<file path="src/rtl/pulse_width_meter.sv">
// Measures high/low phase durations from edge-detector strobes and presents each
// qualifying measurement on a single-entry valid/ready output register.
module pulse_width_meter #(
    parameter int unsigned CNT_W = 16,
    parameter int unsigned MIN_W = 2
) (
    input  logic             clk,
    input  logic             rst_n,
    input  logic             rise,
    input  logic             fall,
    input  logic             clr,
    output logic             m_valid,
    input  logic             m_ready,
    output logic [CNT_W-1:0] m_len,
    output logic             m_level,
    output logic             m_sat,
    output logic             ovr,
    output logic             perr
);

    localparam logic [CNT_W-1:0] CntOne = CNT_W'(1);
    localparam logic [CNT_W-1:0] CntMax = '1;
    localparam logic [CNT_W-1:0] MinLen = CNT_W'(MIN_W);

    typedef enum logic [0:0] {StArming, StMeas} state_e;

    state_e           state_q, state_d;
    logic [CNT_W-1:0] cnt_q, cnt_d;
    logic             cur_lvl_q, cur_lvl_d;
    logic             sat_q, sat_d;
    logic             m_valid_q, m_valid_d;
    logic [CNT_W-1:0] m_len_q, m_len_d;
    logic             m_level_q, m_level_d;
    logic             m_sat_q, m_sat_d;
    logic             ovr_q, ovr_d;
    logic             perr_q, perr_d;

    logic one_edge;
    logic both_edges;
    logic report;

    // Simultaneous rise and fall is a protocol error, never a real edge.
    assign one_edge   = rise ^ fall;
    assign both_edges = rise & fall;

    always_ff @(posedge clk or negedge rst_n) begin
        if (!rst_n) begin
            state_q   <= StArming;
            cnt_q     <= '0;
            cur_lvl_q <= 1'b0;
            sat_q     <= 1'b0;
            m_valid_q <= 1'b0;
            m_len_q   <= '0;
            m_level_q <= 1'b0;
            m_sat_q   <= 1'b0;
            ovr_q     <= 1'b0;
            perr_q    <= 1'b0;
        end else begin
            state_q   <= state_d;
            cnt_q     <= cnt_d;
            cur_lvl_q <= cur_lvl_d;
            sat_q     <= sat_d;
            m_valid_q <= m_valid_d;
            m_len_q   <= m_len_d;
            m_level_q <= m_level_d;
            m_sat_q   <= m_sat_d;
            ovr_q     <= ovr_d;
            perr_q    <= perr_d;
        end
    end

    always_comb begin
        state_d = state_q;
        if (clr) begin
            state_d = StArming;
        end else if (state_q == StArming && one_edge) begin
            state_d = StMeas;
        end
    end

    always_comb begin
        cnt_d     = cnt_q;
        cur_lvl_d = cur_lvl_q;
        sat_d     = sat_q;
        m_valid_d = m_valid_q;
        m_len_d   = m_len_q;
        m_level_d = m_level_q;
        m_sat_d   = m_sat_q;
        ovr_d     = ovr_q;
        perr_d    = perr_q;
        report    = 1'b0;

        if (clr) begin
            cnt_d     = '0;
            cur_lvl_d = 1'b0;
            sat_d     = 1'b0;
            m_valid_d = 1'b0;
            m_len_d   = '0;
            m_level_d = 1'b0;
            m_sat_d   = 1'b0;
            ovr_d     = 1'b0;
            perr_d    = 1'b0;
        end else begin
            if (both_edges) begin
                perr_d = 1'b1;
            end

            unique case (state_q)
                StArming: begin
                    if (one_edge) begin
                        cnt_d     = CntOne;
                        cur_lvl_d = rise;
                        sat_d     = 1'b0;
                    end
                end
                StMeas: begin
                    if (one_edge) begin
                        cnt_d = CntOne;
                        sat_d = 1'b0;
                        if (rise != cur_lvl_q) begin
                            cur_lvl_d = rise;
                            report    = (cnt_q >= MinLen);
                        end else begin
                            perr_d = 1'b1;
                        end
                    end else if (cnt_q == CntMax) begin
                        sat_d = 1'b1;
                    end else begin
                        cnt_d = cnt_q + CntOne;
                    end
                end
                default: ;
            endcase

            // Single-entry output: a push is accepted when empty or popping this cycle.
            if (report) begin
                if (!m_valid_q || m_ready) begin
                    m_valid_d = 1'b1;
                    m_len_d   = cnt_q;
                    m_level_d = cur_lvl_q;
                    m_sat_d   = sat_q;
                end else begin
                    ovr_d = 1'b1;
                end
            end else if (m_valid_q && m_ready) begin
                m_valid_d = 1'b0;
            end
        end
    end

    assign m_valid = m_valid_q;
    assign m_len   = m_len_q;
    assign m_level = m_level_q;
    assign m_sat   = m_sat_q;
    assign ovr     = ovr_q;
    assign perr    = perr_q;

endmodule

</file>
<file path="config.mk">
export PLATFORM = sky130hd
export DESIGN_NAME = pulse_width_meter
export DESIGN_NICKNAME = d
export VERILOG_FILES = /design/src/rtl/pulse_width_meter.sv
export SDC_FILE = /design/constraint.sdc
export NUM_CORES = 1
export LEC_CHECK = 0
export BUFFER_PORTS_ARGS = -buffer_cell sky130_fd_sc_hd__buf_2
export CELL_PAD_IN_SITES_DETAIL_PLACEMENT = 1
export CELL_PAD_IN_SITES_GLOBAL_PLACEMENT = 1
export CORE_ASPECT_RATIO = 1.2
export CORE_UTILIZATION = 40
export DETAILED_ROUTE_END_ITERATION = 10
export GPL_TIMING_DRIVEN = 0
export PLACE_DENSITY = 0.68
export SETUP_SLACK_MARGIN = 0.4
export SYNTH_ARGS = -nofsm -noshare
export SYNTH_HDL_FRONTEND = slang
export SYNTH_SLANG_ARGS = --single-unit
</file>
<file path="constraint.sdc">
create_clock -name clk -period 3 [get_ports clk]
set_input_delay 0.45 -clock clk [delete_from_list [all_inputs] [get_ports clk]]
set_output_delay 0.45 -clock clk [all_outputs]
set_load 0.05 [all_outputs]
</file>
==> results.yml <==
routing:
  vias_per_cell: 5.44
  firstDrtPassIters: 4
  drt-wirelength-per-cell_um: 16.7
  first_iter_violations: 53
  drc_errors: 0
  routed_wl_um: 5080
  via_count: 1649
  antenna_left: 0
setup_path:
  cp_top_family: "simple AND/OR/NAND/NOR gates"
  crit_arrival_ns: 2.31
  path_buf_inv: 0
  endpoint_kind: "flop"
  cp.required_ns: 3.22
  crit_chain: "ha_1 -> nand4_1 -> nor4_1 -> nor2_1 -> nor3_1"
  crit_type: "reg -> reg"
  cp_slowest_cell: "nor4_1"
  startpoint_type: "flop"
  slowest_delay_ns: 0.66
  crit_path_max_fanout: 7
die:
  die_area_um2: 5620
  start_util_pct: 42.5
  io_pins: 27
  dieHeight_um: 81.9
  core.rowCount: 28
  dieWidth_um: 68.6
  core-area_um2: 5010
sta:
  skew_ns: 0.00622
  setup-tns-final_ns: 0
  finalCritPeriodShare_pct: 69.5
  rsz0062_at_grt: "false"
  slew_headroom_pct: 37.9
  max_clock_freq_mhz: 479
  setup_violations: 0
  worst_pin_slew_ns: 0.931
  hold_viol: 0
  timing.final.max_slew_violations: 0
  worst_slack_ns: 0.914
  period_needed_ns: 2.09
yosys:
  synthSimpleGateAreaFrac_pct: 27.1
  synth_area_um2: 2130
  synth_top_family_by_area: "simple AND/OR/NAND/NOR gates"
  seq_area_frac_synth_pct: 47.0
  synthXorXnorAreaFrac_pct: 1.23
  synth_area_per_cell_um2: 10.1
  synthAdderAreaFrac_pct: 1.76
  yosysUniqueCellTypes: 32
  ys_seq_elements: 40
  syn_nets: 219
  yosys_warnings: 0
  syn_inst: 210
  muxShareOfSynthArea_pct: 8.94
  synth_compound_area_share_pct: 9.88
layout:
  syn2layout_area_growth_pct: 15.1
  insertedDiodeCount: 0
  nets: 251
  final_cell_mix: "dfrtp_1, nand2b_1, buf_2"
  drive_gt1_share_pct: 17.3
  final_common_cell: "dfrtp_1"
  fin_cells: 303
placement:
  dp_hpwl_um: 3660
  portBuffers: 25
  gp_congestion: 0.751
  post-place-ws_ns: 0.748
  placedCellCount: 295
grt:
  grt_pass1_wl_um: 8450
  grt-ovfl-total: 0
  grt_usage_pct: 20.6
  grt_pass1_vias: 1675
  antenna_found_initial: 0
  grt_max_degree: 41
clock_network:
  numCtsBuffers: 5
  clock_sinks: 40
  path_clk_slew_ns: 0.08
  clk_latency_ns: 0.30
  cts_tree: "yes"
  cts_resized: 0
  cts_hold_buf: 0
  cts_buffer_depth: 2
  root_buffer: "clkbuf_8"
  post_cts_buffers: 0
  htreeDepth: 2
power_and_ir_drop:
  powerDensity_nw_per_um2: 453
  power_frac_comb_pct: 7.6
  p_total_mw: 1.11
  p_sw_mw: 0.263
  netSwitchingFraction_pct: 23.7
  p_int_mw: 0.846
  p_leak_nw: 1.06
  seq_power_share_pct: 49.6
  ir_worst_vdd_mv: 0.219
  p_clk_share_pct: 42.9
worst_hold_path:
  hold_class: "in -> async"
job:
  cap_violations: 0
run_status:
  outcome: "finished clean"
-- cell type report --
type | count | area [um^2]
fill | 575 | 2560
multi-input combinational | 154 | 1040
sequential | 40 | 1000
timing repair buffer | 25 | 125
clock buffer | 6 | 82.6
buffer | 14 | 78.8
tap | 60 | 75.1
clock inverter | 2 | 38.8
inverter | 2 | 7.51
-- Yosys cell counts (all sizes together) --
cell,count,area share (%)
a21oi,14,3.3
dfrtp,40,47
inv,2,0.35
nor4,5,1.5
and3,2,0.59
xnor2,2,0.82
and4,4,1.6
nand4,6,2.5
nand2b,37,11
or3,7,2.1
nor3,3,0.71
and2,1,0.29
o211ai,1,0.35
a311oi,1,0.41
ha,3,1.8
mux2i,19,8.9
nand2,9,1.6
xor2,1,0.41
or2b,1,0.35
o31ai,5,1.8
or2,1,0.29
o41ai,2,1.7
or4,4,1.4
buf,6,2.3
clkbuf,8,1.4
nand3,6,1.4
o21ai,8,1.9
o211a,1,0.47
nor2,11,1.9
-- layer usage --
metal | global-route usage, % | routed length, um | up-vias
met3 | 3.75 | 125 | 6
met4 | 6.25 | 63 | 0
met2 | 33.1 | 2420 | 24
met5 | 0 | 0 | -
met1 | 27.7 | 2470 | 807
li1 | - | - | 812
-- per-stage QoR --
step | hold WS [ns] | utilization [%] | area, um^2
finish | 0.293 | 48.9 | 2450
global route | 0.372 | 48.9 | 2450
CTS | 0.313 | 48.9 | 2450
detailed placement | 0.487 | 46.5 | 2330
global placement | 0.476 | 46.5 | 2330
floorplan | 0.154 | - | 2130
-- path summary, 6_finish.rpt --
check                      cells after the start         to  slack [ns]  startpoint
hold reg to reg                                2        ovr        0.50         ovr
setup / recovery                               5   cnt_q[2]        0.91    cnt_q[1]
hold / removal                                 1   m_len[8]        0.29       rst_n
min in group clk                               3  cur_lvl_q        0.45        rise
setup reg to reg                               5   cnt_q[2]        0.91    cnt_q[1]
max in group asynchronous                      1   cnt_q[6]        2.14       rst_n
-- cell families after synthesis --
group	count (synthesis)
AOI/OAI and AO/OA	32
xor gates and xnor gates	3
adders and majority gates	3
buffers and inverters	16
DFF	40
muxes	19
and+or+nand+nor	97
-- power by group through the flow --
stage / Combinational (mW) / Clock, mW / Sequential [mW]
CTS: 0.0860 / 0.489 / 0.550
global route: 0.0943 / 0.509 / 0.551
detailed placement: 0.0857 / 0 / 0.561
global placement: 0.0848 / 0 / 0.561
floorplan: 0.0499 / 0 / 0.564
finish: 0.0839 / 0.476 / 0.550
(Power assumes the default switching activity.)
